### src/rtl/systolic_pkg.sv
// Shared types and constants for the systolic array support blocks.
package systolic_pkg;

    // Drain controller states
    typedef enum logic [1:0] {
        DRAIN_IDLE = 2'd0,
        DRAIN_BUSY = 2'd1,
        DRAIN_DONE = 2'd2
    } drain_state_t;

    // Default array dimension and the matching index width
    localparam int SIZE_DEFAULT = 4;
    localparam int IDX_BITS     = $clog2(SIZE_DEFAULT);

endpackage

### src/rtl/systolic_idx_counter.sv
// Row-major 2-D index counter {row, col} over a SIZE x SIZE array.
// Clear has priority over enable; col increments and carries into row,
// and at_last flags the terminal element (SIZE-1, SIZE-1).
module systolic_idx_counter
    import systolic_pkg::*;
#(
    parameter int SIZE = SIZE_DEFAULT
) (
    input  logic                    clk,
    input  logic                    rst,
    input  logic                    clr,
    input  logic                    en,
    output logic [$clog2(SIZE)-1:0] row,
    output logic [$clog2(SIZE)-1:0] col,
    output logic                    at_last
);

    localparam int              IW      = $clog2(SIZE);
    localparam logic [IW-1:0]   IDX_MAX = IW'(SIZE - 1);

    logic [IW-1:0] row_next;
    logic [IW-1:0] col_next;

    // Next index: clear, or step col with carry into row
    always_comb begin
        row_next = row;
        col_next = col;
        if (clr) begin
            row_next = '0;
            col_next = '0;
        end else if (en) begin
            if (col == IDX_MAX) begin
                col_next = '0;
                row_next = (row == IDX_MAX) ? '0 : row + 1'b1;
            end else begin
                col_next = col + 1'b1;
            end
        end
    end

    // Index registers
    always_ff @(posedge clk or negedge rst) begin
        if (!rst) begin
            row <= '0;
            col <= '0;
        end else begin
            row <= row_next;
            col <= col_next;
        end
    end

    assign at_last = (row == IDX_MAX) && (col == IDX_MAX);

endmodule

### src/rtl/systolic_drain.sv
// Result-drain stage: walks the array's output selects in row-major order,
// registers each result and streams it out on a val/rdy interface with a
// last marker, then pulses drain_done for one cycle.
module systolic_drain
    import systolic_pkg::*;
#(
    parameter int SIZE  = 4,
    parameter int NBITS = 16
) (
    input  logic                    clk,
    input  logic                    rst,
    input  logic                    out_rdy,
    output logic [$clog2(SIZE)-1:0] out_rsel,
    output logic [$clog2(SIZE)-1:0] out_csel,
    input  logic [NBITS-1:0]        b_s_out,
    output logic [NBITS-1:0]        send_msg,
    output logic                    send_val,
    input  logic                    send_rdy,
    output logic                    send_last,
    output logic                    busy,
    output logic                    drain_done
);

    drain_state_t state_reg;
    drain_state_t state_next;

    logic armed_reg;
    logic issued_all_reg;
    logic start;
    logic load;
    logic xfer;
    logic cnt_clr;
    logic cnt_en;
    logic cnt_last;

    // A new element may enter the output register when it is empty or
    // being emptied this cycle, until every element has been issued.
    assign xfer    = send_val && send_rdy;
    assign load    = (state_reg == DRAIN_BUSY) && (!send_val || send_rdy) && !issued_all_reg;
    assign start   = (state_reg == DRAIN_IDLE) && out_rdy && armed_reg;

    // Counter sits at (0,0) outside DRAIN and parks on the last element
    // once it has been loaded, so the selects hold there until DONE.
    assign cnt_clr = (state_reg != DRAIN_BUSY);
    assign cnt_en  = load && !cnt_last;

    systolic_idx_counter #(
        .SIZE (SIZE)
    ) u_idx (
        .clk     (clk),
        .rst     (rst),
        .clr     (cnt_clr),
        .en      (cnt_en),
        .row     (out_rsel),
        .col     (out_csel),
        .at_last (cnt_last)
    );

    // State register
    always_ff @(posedge clk or negedge rst) begin
        if (!rst) begin
            state_reg <= DRAIN_IDLE;
        end else begin
            state_reg <= state_next;
        end
    end

    // Next-state logic
    always_comb begin
        state_next = state_reg;
        case (state_reg)
            DRAIN_IDLE: begin
                if (start) begin
                    state_next = DRAIN_BUSY;
                end
            end
            DRAIN_BUSY: begin
                if (xfer && send_last) begin
                    state_next = DRAIN_DONE;
                end
            end
            DRAIN_DONE: begin
                state_next = DRAIN_IDLE;
            end
            default: begin
                state_next = DRAIN_IDLE;
            end
        endcase
    end

    // Arm flag: consumed by a drain start, re-armed once out_rdy is seen low,
    // so a matrix that stays ready is drained only once.
    always_ff @(posedge clk or negedge rst) begin
        if (!rst) begin
            armed_reg <= 1'b1;
        end else if (start) begin
            armed_reg <= 1'b0;
        end else if (!out_rdy) begin
            armed_reg <= 1'b1;
        end
    end

    // Marks that the final element has entered the output register
    always_ff @(posedge clk or negedge rst) begin
        if (!rst) begin
            issued_all_reg <= 1'b0;
        end else if (state_reg != DRAIN_BUSY) begin
            issued_all_reg <= 1'b0;
        end else if (load && cnt_last) begin
            issued_all_reg <= 1'b1;
        end
    end

    // Output register: load new element, or empty after a plain transfer.
    // Data only changes on load, which cannot happen while stalled.
    always_ff @(posedge clk or negedge rst) begin
        if (!rst) begin
            send_msg  <= '0;
            send_val  <= 1'b0;
            send_last <= 1'b0;
        end else if (load) begin
            send_msg  <= b_s_out;
            send_val  <= 1'b1;
            send_last <= cnt_last;
        end else if (xfer) begin
            send_val  <= 1'b0;
            send_last <= 1'b0;
        end
    end

    assign busy       = (state_reg != DRAIN_IDLE);
    assign drain_done = (state_reg == DRAIN_DONE);

endmodule

### config.mk
export PLATFORM = sky130hd
export DESIGN_NAME = systolic_drain
export DESIGN_NICKNAME = d
export VERILOG_FILES = /design/src/rtl/systolic_pkg.sv /design/src/rtl/systolic_idx_counter.sv /design/src/rtl/systolic_drain.sv
export SDC_FILE = /design/constraint.sdc
export NUM_CORES = 1
export LEC_CHECK = 0
export ABC_AREA = 1
export CORE_MARGIN = 1.5
export CORE_UTILIZATION = 42
export DETAILED_ROUTE_END_ITERATION = 7
export GPL_ROUTABILITY_DRIVEN = 0
export MAX_ROUTING_LAYER = met4
export PLACE_DENSITY_LB_ADDON = 0.05
export REMOVE_ABC_BUFFERS = 1
export SLEW_MARGIN = 20
export SYNTH_ARGS = -nofsm -noshare
export SYNTH_HDL_FRONTEND = slang
export SYNTH_SLANG_ARGS = --single-unit
export TNS_END_PERCENT = 30
### constraint.sdc
create_clock -name clk -period 1.74 [get_ports clk]
set_clock_uncertainty 0.2 [all_clocks]
set_input_delay 0.435 -clock clk [delete_from_list [all_inputs] [get_ports clk]]
set_output_delay 0.435 -clock clk [all_outputs]
set_load 0.02 [all_outputs]
### Word-level counts from Yosys, hierarchy flattened

Cells that the tools add are included.

* reductions and logical operators: 21
* equal/unequal tests: 8
* add/subtract/negate cells: 2
* multiplexer cells: 17

Operators with widths (number)
* two-way mux 2 bit: 9
* nonzero test 2 bit: 5
* logical AND 1 bit: 9
* two-way mux 1 bit: 7
* equality test 2 bit (second input constant): 3
* != test 2 x 1 -> 1 bit (second input constant): 3
* adder 2 x 1 -> 2 bit (second input constant): 2
* one-hot mux 2 bit (2 select lines): 1
* AND reduction 2 bit: 2
* zero test 1 bit: 3
* equality test 2 x 1 -> 1 bit (second input constant): 1
* zero test 2 bit: 1
* != test 2 bit (second input constant): 1
* logical OR 1 bit: 1

* logic and storage cells: 56
* register bits: 26

### Depth between registers and ports, before layout

Gate-level depths: netlist (run 1).

* depth after elaboration: 7
* depth in mapped cells: 8

### Cells and area by module

Synthesis (run 1) repeated with hierarchy kept, for this count alone.

* cell total of the unflattened synthesis: 127
* area total of the unflattened synthesis: 1163.6 sq um

By module, submodules not included
* systolic_drain: instances 1, area an instance 948.4 sq um, cells an instance 101
* systolic_idx_counter: instances 1, area an instance 215.2 sq um, cells an instance 26

### Worst setup path after synthesis (run 1)

Ideal clock, no wire load.

* path kind: register -> register
* from: register u_idx.col[0]
* to: register u_idx.row[0]
* slack: 0.255 ns
* buffers on the path: 0
* stages on the path, launching flop included: 8
* data arrival time: 1.168 ns
* clock period less this slack: 1.485 ns
* cell sequence: dfrtp_1 ha_1 nand2_1 inv_1 o21bai_1 nand2_1 nand2_1 nand2_1

* longest elaborated chain between the ends: 6
* elaborated cells between the ends (all ways): 7
* classes of those cells: eq/ne: 1; reduce/logical: 6

Ends and longest elaborated chain
* from (decl): RTL line systolic_idx_counter.sv:14 `output logic [$clog2(SIZE)-1:0] col,`
* from (signal assigned): RTL line systolic_idx_counter.sv:48 `col <= col_next;`
* equality test 2 bit *: RTL line systolic_idx_counter.sv:32, systolic_idx_counter.sv:52
* logical AND 1 bit: RTL line systolic_idx_counter.sv:52 `assign at_last = (row == IDX_MAX) && (col == IDX_MAX);`
* zero test 1 bit: RTL line systolic_drain.sv:45 `assign cnt_en = load && !cnt_last;`
* logical AND 1 bit: RTL line systolic_drain.sv:45
* nonzero test 2 bit (no line)
* AND reduction 2 bit (no line) *
* to (signal assigned): RTL line systolic_idx_counter.sv:47 `row <= row_next;`
* to (decl): RTL line systolic_idx_counter.sv:13 `output logic [$clog2(SIZE)-1:0] row,`

Mark *: on every way between the ends. The rest lies on a longest branch, timed or not.
A chain may end at the register's enable or synchronous reset.

### Worst setup path in the final report (run 1)

* from: register u_idx.col[1]
* to: output out_csel[1]

RTL lines
* to (decl): RTL line systolic_drain.sv:14 `output logic [$clog2(SIZE)-1:0] out_csel,`

No word-level cell between the ends.

==> impl_metrics.csv, run 1 <==
group,metric,value,unit
sta,hold_violations,0,
finish,layout-area-overhead-vs-synth,49.1,%
pwr,ir_drop,0.00122,V
worst_setup_path,cp_max_fo,3,
finish,drive_above_1_share,14.1,%
cts,cts_buffer_depth,2,
cts,cts.htree.levels,1,
finish,final_area,1630,um^2
logic_synthesis,synth_most_common_cell,"nand2_1",
logic_synthesis,ys_types,19,
sta,finalSetupViolations,0,
global_route,grt_max_degree,17,
logic_synthesis,yosysTopAreaCellShare,57.1,%
floorplanning,die_w,54.1,um
global_route,antenna_found_initial,0,
worst_setup_path,cp_slowest_cell,"dfrtp_1",
cts,clk_latency,0.32,ns
logic_synthesis,synth.largest_area_cell,"dfrtp_1",
logic_synthesis,synth_edf_count,0,
worst_setup_path,slowest_delay,0.42,ns
worst_hold_path,hold_class,"in2async",
global_route,grt_usage,19.4,%
logic_synthesis,ys.flop_type,"dfrtp_1",
logic_synthesis,yosys_warnings,0,
routing,drtAntennaViolNets,0,
global_route,grt_pass1_vias,931,
floorplanning,die_h,54.1,um
finish,top_register,"send_msg",
cts,cts_sinks,26,
floorplanning,initial_core_util,44.2,%
logic_synthesis,ys_async_sr_fraction,100,%
sta,slew_headroom,84.9,%
routing,drc_errors,0,
sta,period_share,97.4,%
pwr,totalPowerFinal,0.00310,W
logic_synthesis,avgSynthCellArea,8.91,um^2
place,numPortBuffers,43,
cts,cts_buffers,3,
floorplanning,pin_count,44,
finish,fin_nets,200,
logic_synthesis,synth.area.top_cells,"dfrtp_1 57%, nand2_1 23%, nand3_1 2.7%, dfstp_2 2.4%, ha_1 2.3%",
cts,path_clk_slew,0.14,ns
place,dp_hpwl,1820,um
sta,drv_slew,0,
routing,vias_per_cell,4.60,
floorplanning,die-area,2930,um^2
routing,vias,952,
pwr,powerDensity,1900,nW/um^2
logic_synthesis,synth.top_cells.by_count,"66 x nand2_1, 25 x dfrtp_1, 6 x nand3_1",
routing,drt-total-wl,2400,um
finish,antenna_cells,0,
global_route,grt_first_pass_wirelength,3970,um
worst_setup_path,worstSetupPathType,"reg2out",
cts,cts_root_buffer,"clkbuf_4",
sta,max_freq,590,MHz
worst_setup_path,cp.arrival,1.06,ns
sta,period_needed,1.69,ns
worst_setup_path,required,1.10,ns
outcome,status,"completed",
pwr,p_leak,0.884,nW
cts,holdBufCountCts,0,
worst_setup_path,crit_family,"flip-flops",
worst_setup_path,crit_buf_inv,1,
place,detailed_place.area,1620,um^2
sta,rsz0062_at_grt,"yes",
sta,fin_hold_ws,0.229,ns
worst_setup_path,start_kind,"register",
job,drv_cap,0,
routing,wl_per_cell,11.6,um
floorplanning,core,2480,um^2
routing,drt_iter0_drc,16,
sta,tightest_slew,0.227,ns
logic_synthesis,seq_area_frac_synth,59.5,%
global_route,grt-ovfl-total,0,
worst_setup_path,crit_path_end_kind,"output pin",
finish,largest_register_ffs,16,
floorplanning,rows,18,
routing,first_pass_iters,4,
cts,cts_tree,"built",
logic_synthesis,synth_area,1100,um^2
logic_synthesis,synthCells,123,
logic_synthesis,synth_seq_cells,26,
worst_setup_path,worstPathCellList,"dlygate4sd2_1",
-- metrics by stage --
| stage | TNS, ns | utilization, % | instances | worst slack [ns] |
|---|---|---|---|---|
| 2_1_floorplan | 0 | - | 120 | 0.255 |
| 3_3_place_gp | -1.74 | 65.4 | 201 | -0.119 |
| 3_5_place_dp | -2.56 | 65.4 | 201 | -0.151 |
| 4_1_cts | 0 | 65.4 | 206 | 0.00361 |
| 5_1_grt | -0.0251 | 66.0 | 207 | -0.0251 |
| 6_report | 0 | 66.0 | 207 | 0.0452 |
-- placed cells by master, fill, tap and decap left out, drive strengths merged --
| cell type | synthesis | final |
|---|---|---|
| nand2 | 67 | 67 |
| dfrtp | 25 | 25 |
| clkdlybuf4s50 | 0 | 19 |
| dlygate4sd2 | 0 | 16 |
| buf | 3 | 12 |
| nand3 | 7 | 7 |
| inv | 7 | 7 |
| clkdlybuf4s15 | 0 | 5 |
| nor2 | 5 | 5 |
| clkbuf | 0 | 5 |
| ha | 2 | 2 |
| nand4 | 1 | 1 |
| or2 | 1 | 1 |
| o21bai | 1 | 1 |
| nor3 | 1 | 1 |
| a32o | 1 | 1 |
| o21ai | 1 | 1 |
| dfstp | 1 | 1 |
-- power breakdown --
group / switching [W] / internal, W / total (W)
clock network: 0.000172 / 0.0000896 / 0.000261
logic: 0.00103 / 0.000770 / 0.00180
registers: 0.000157 / 0.000886 / 0.00104
-- layout make-up --
class / instances / area [um^2]
well taps: 30 / 37.5
repair buffers: 53 / 502
fillers: 221 / 843
inverters: 7 / 26.3
multi-input cells: 87 / 390
clock buffers: 4 / 26.3
flip-flops and latches: 26 / 652
-- worst paths after layout --
check                           cells past startpoint          from           end  slack [ns]
worst min-delay path                                2           rst   send_msg[3]        0.23
worst max register to register                      8  u_idx.row[0]  u_idx.row[0]        0.16
min in group clk                                    2     armed_reg     armed_reg        0.27
worst max-delay path                                1  u_idx.col[1]   out_csel[1]        0.05
max in group asynchronous                           2           rst     armed_reg        0.89
worst min register to register                      2     armed_reg     armed_reg        0.27
-- per-layer routing --
metal	track usage [%]	wire [um]	vias up
li1	-	-	487
met1	25.0	1120	439
met2	31.1	1170	24
met3	2.50	96	2
met4	7.50	10	0
met5	-	0	-
-- timing repair --
| action | CTS | global route |
|---|---|---|
| endpoints found under the setup margin | 24 | 9 |
| resized for setup | 32 | 9 |
| setup buffers | 1 | 1 |
| pin swaps | 1 | 2 |
-- logic make-up after synthesis --
family | after synthesis | synth area share, %
and+or+nand+nor | 82 | 31.1
DFF | 26 | 59.5
buffers and inverters | 10 | 5.14
AOI/OAI and AO/OA | 3 | 2.05
adders and majority gates | 2 | 2.28
(Power assumes the default switching activity.)
==> inputs of run 2 (changes only) <==
--- a/config.mk
+++ b/config.mk
@@ -10,7 +10,6 @@
 export CORE_UTILIZATION = 42
 export DETAILED_ROUTE_END_ITERATION = 7
 export GPL_ROUTABILITY_DRIVEN = 0
-export MAX_ROUTING_LAYER = met4
 export PLACE_DENSITY_LB_ADDON = 0.05
 export REMOVE_ABC_BUFFERS = 1
 export SLEW_MARGIN = 20
==> impl_metrics.csv, run 2 (same netlist as run 1, synthesis figures left out) <==
group,metric,value,unit
global_route,antenna_found_initial,0,
floorplanning,die_w,54.1,um
finish,top_register,"send_msg",
cts,cts.htree.levels,1,
routing,vias,955,
sta,slew_headroom,84.9,%
finish,fin_nets,200,
worst_setup_path,crit_family,"flip-flops",
sta,fin_hold_ws,0.229,ns
place,place_ws,-0.151,ns
sta,hold_violations,0,
routing,first_pass_iters,4,
routing,drtAntennaViolNets,0,
finish,largest_register_ffs,16,
finish,layout_commonest_cell,"nand2_1",
sta,rsz0062_at_grt,"yes",
floorplanning,die_h,54.1,um
global_route,grt_max_degree,17,
sta,max_freq,590,MHz
worst_hold_path,hold_class,"in2async",
floorplanning,rows,18,
global_route,grt-ovfl-total,0,
worst_setup_path,crit_buf_inv,1,
cts,path_clk_slew,0.14,ns
worst_setup_path,worstSetupPathType,"reg2out",
worst_setup_path,cp.arrival,1.06,ns
cts,clk_latency,0.32,ns
worst_setup_path,setup.worst_path.start,"u_idx.col[1]",
finish,layout-area-overhead-vs-synth,49.1,%
cts,holdBufCountCts,0,
routing,drc_errors,0,
sta,final_critical_path_setup_slack,0.0452,ns
routing,drt_iter0_drc,16,
sta,tightest_slew,0.227,ns
job,drv_cap,0,
pwr,powerDensity,1900,nW/um^2
routing,vias_per_cell,4.61,
worst_setup_path,crit_path_end_kind,"output pin",
global_route,grt_first_pass_wirelength,3970,um
worst_setup_path,cp_max_fo,3,
worst_setup_path,slowest_delay,0.42,ns
sta,drv_slew,0,
finish,drive_above_1_share,14.1,%
pwr,p_leak,0.884,nW
routing,drt-total-wl,2400,um
finish,antenna_cells,0,
finish,final-seq-area,652,um^2
worst_setup_path,reg2reg_depth,8,
sta,period_share,97.4,%
place,placed_cells,201,
place,dp_hpwl,1820,um
finish,multi_input_area,390,um^2
sta,finalSetupViolations,0,
floorplanning,die-area,2930,um^2
worst_setup_path,worstPathCellList,"dlygate4sd2_1",
cts,cts_root_buffer,"clkbuf_4",
floorplanning,core,2480,um^2
finish,nFillCells,221,
cts,cts_tree,"built",
cts,cts_sinks,26,
outcome,status,"completed",
pwr,ir_drop,0.00122,V
cts,cts_buffers,3,
finish,final_cells,207,
routing,wl_per_cell,11.6,um
worst_setup_path,required,1.10,ns
floorplanning,initial_core_util,44.2,%
finish,layout_common_cells,"66 x nand2_1, 25 x dfrtp_1, 19 x clkdlybuf4s50_1",
worst_setup_path,r2r-start,"u_idx.row[0]",
worst_setup_path,crit_cells,1,
worst_setup_path,cp_slowest_cell,"dfrtp_1",
global_route,grt_usage,18.8,%
cts,cts_buffer_depth,2,
sta,period_needed,1.69,ns
global_route,grt_pass1_vias,932,
worst_setup_path,start_kind,"register",
floorplanning,pin_count,44,
place,numPortBuffers,43,
-- run 2: cell counts in the layout (fill, tap and decap cells not counted) --
Identical to the previous run, type by type.
-- run 2: where the power goes --
group | switching [W] | total [W] | internal [W]
Combinational | 0.00103 | 0.00180 | 0.000770
Sequential | 0.000157 | 0.00104 | 0.000886
Clock | 0.000172 | 0.000261 | 0.0000896
-- run 2: metrics by stage --
| step | TNS [ns] | util, % | cell area, um^2 | total power, W |
|---|---|---|---|---|
| after floorplan | 0 | - | 1070 | 0.00202 |
| after global placement | -1.74 | 65.4 | 1620 | 0.00294 |
| after detailed placement | -2.56 | 65.4 | 1620 | 0.00300 |
| after CTS | 0 | 65.4 | 1620 | 0.00310 |
| after global routing | -0.0251 | 66.0 | 1630 | 0.00337 |
| final | 0 | 66.0 | 1630 | 0.00310 |
-- run 2: final timing paths --
kind / endpoint / slack, ns
worst max-delay path: out_csel[1] / 0.05
worst min-delay path: send_msg[3] / 0.23
min in group clk: armed_reg / 0.27
worst min register to register: armed_reg / 0.27
worst max register to register: u_idx.row[0] / 0.16
max in group asynchronous: armed_reg / 0.89
-- run 2: what timing repair did --
| item | 4_1_cts | 5_1_grt |
|---|---|---|
| endpoints found under the setup margin | 24 | 9 |
| pin swaps | 1 | 2 |
| resized for setup | 32 | 9 |
| setup buffers | 1 | 1 |
-- run 2: layer usage --
layer	GRT usage, %	wire length [um]	vias to the layer above
li1	-	-	487
met1	24.8	1110	442
met2	31.1	1170	24
met3	2.78	106	2
met4	7.50	10	0
met5	0	0	-
-- run 2: layout make-up --
cell class / count / area share (%)
clock buffer: 4 / 1.61
sequential: 26 / 39.9
timing repair buffer: 53 / 30.7
tap: 30 / 2.30
inverter: 7 / 1.61
multi-input combinational: 87 / 23.9
==> inputs of run 3 (changes only) <==
--- a/config.mk
+++ b/config.mk
@@ -7,7 +7,7 @@
 export LEC_CHECK = 0
 export ABC_AREA = 1
 export CORE_MARGIN = 1.5
-export CORE_UTILIZATION = 42
+export CORE_UTILIZATION = 38
 export DETAILED_ROUTE_END_ITERATION = 7
 export GPL_ROUTABILITY_DRIVEN = 0
 export PLACE_DENSITY_LB_ADDON = 0.05
==> constraint.sdc (replaced) <==
create_clock -name clk -period 1.55 [get_ports clk]
set_clock_uncertainty 0.2 [all_clocks]
set_input_delay 0.3875 -clock clk [delete_from_list [all_inputs] [get_ports clk]]
set_output_delay 0.3875 -clock clk [all_outputs]
set_load 0.02 [all_outputs]
==> impl_metrics.csv, run 3 (same netlist as run 1, synthesis figures left out) <==
group,metric,value,unit
place,detailed_place.area,1670,um^2
finish,top_register,"send_msg",
cts,path_clk_slew,0.14,ns
routing,drt-total-wl,2460,um
worst_setup_path,cp.arrival,1.06,ns
finish,layout_commonest_cell,"nand2_1",
worst_setup_path,required,0.96,ns
routing,wl_per_cell,11.1,um
place,numPortBuffers,43,
cts,cts.htree.levels,1,
floorplanning,die_h,56.7,um
worst_hold_path,hold_class,"in2async",
floorplanning,die-area,3220,um^2
sta,slew_headroom,87.3,%
routing,vias,983,
routing,vias_per_cell,4.45,
global_route,grt_pass1_vias,989,
sta,max_freq,606,MHz
sta,rsz0062_at_grt,"yes",
sta,drv_slew,0,
routing,first_pass_iters,4,
global_route,antenna_found_initial,0,
worst_setup_path,start_kind,"register",
place,placed_cells,212,
finish,largest_register_ffs,16,
floorplanning,die_w,56.7,um
global_route,grt-ovfl-total,0,
finish,fin_nets,213,
cts,cts_tree,"built",
floorplanning,pin_count,44,
job,drv_cap,0,
cts,cts_buffer_depth,2,
worst_setup_path,worstSetupPathType,"reg2out",
place,place_ws,-0.250,ns
finish,layout-area-overhead-vs-synth,51.6,%
place,dp_hpwl,1840,um
cts,cts_sinks,26,
worst_setup_path,cp_max_fo,3,
global_route,grt_usage,17.3,%
global_route,grt_max_degree,15,
outcome,status,"finished, violations left",
sta,period_needed,1.65,ns
outcome,failed_checks,"setup timing",
routing,drc_errors,0,
sta,tightest_slew,0.191,ns
floorplanning,rows,19,
cts,cts_root_buffer,"clkbuf_4",
global_route,grt_first_pass_wirelength,4390,um
worst_setup_path,crit_path_end_kind,"output pin",
floorplanning,initial_core_util,39.7,%
sta,period_share,107,%
routing,wl_met3,111,um
cts,cts_buffers,3,
routing,top_layer,"met4",
finish,final_cells,221,
floorplanning,core,2760,um^2
sta,hold_violations,0,
sta,final_critical_path_setup_slack,-0.102,ns
pwr,powerDensity,2140,nW/um^2
finish,drive_above_1_share,33.2,%
sta,finalSetupViolations,2,
routing,wl_met2,1220,um
finish,antenna_cells,0,
routing,drtAntennaViolNets,0,
pwr,ir_drop,0.00130,V
finish,layout_common_cells,"66 x nand2_1, 25 x dfrtp_1, 22 x buf_2",
routing,wl_met1,1110,um
cts,clk_latency,0.32,ns
finish,final_area,1660,um^2
pwr,p_leak,0.915,nW
routing,drt_iter0_drc,27,
-- run 3: changes by cell type in the layout (fill, tap and decap cells not counted), sizes merged --
cell / delta
dlygate4sd2: -16
buf: +35
clkbuf: -1
clkdlybuf4s15: -5
-- run 3: critical path: stages (launching register included) --
cell,delay (ns)
dfrtp_1,0.43
nor2_2,0.14
inv_2,0.05
buf_6,0.12
-- run 3: layer usage --
layer | vias to the layer above | global-route usage [%]
met1 | 444 | 22.3
met4 | 0 | 6.12
met2 | 23 | 29.4
li1 | 514 | -
met3 | 2 | 2.53
met5 | - | 0
-- run 3: path summary, 6_finish.rpt --
check	start	endpoint	slack, ns	cells past startpoint
max in group asynchronous	rst	armed_reg	0.70	2
max reg2reg	u_idx.col[0]	u_idx.row[0]	0.04	8
min reg2reg	armed_reg	armed_reg	0.28	2
max	state_reg[0]	busy	-0.10	3
min in group clk	armed_reg	armed_reg	0.28	2
min	rst	send_msg[14]	0.19	2
-- run 3: layout make-up --
type / instances / area [um^2]
clock buffers: 4 / 26.3
fillers: 253 / 1100
inverters: 7 / 31.3
multi-input cells: 87 / 410
flip-flops and latches: 26 / 652
well taps: 31 / 38.8
repair buffers: 66 / 503
-- run 3: metrics by stage --
step                hold WS (ns)  util [%]  total power (W)  setup TNS (ns)
floorplan                 -0.108         -          0.00226               0
global placement           0.254      60.6          0.00331           -4.87
detailed placement         0.262      60.6          0.00335           -5.52
CTS                        0.197      58.6          0.00345          -0.202
global route               0.205      60.3          0.00388          -0.520
finish                     0.194      60.3          0.00356          -0.201
-- run 3: timing repair --
item / CTS / global route
resized for setup: 99 / 15
pin swaps: 2 / 3
setup endpoints to repair: 24 / 25
hold buffers: 0 / 0
buffers inserted: 4 / 1
-- run 3: power breakdown --
| part | internal [W] | switching [W] |
|---|---|---|
| combinational | 0.000902 | 0.00121 |
| sequential | 0.000994 | 0.000154 |
| clock | 0.000101 | 0.000200 |
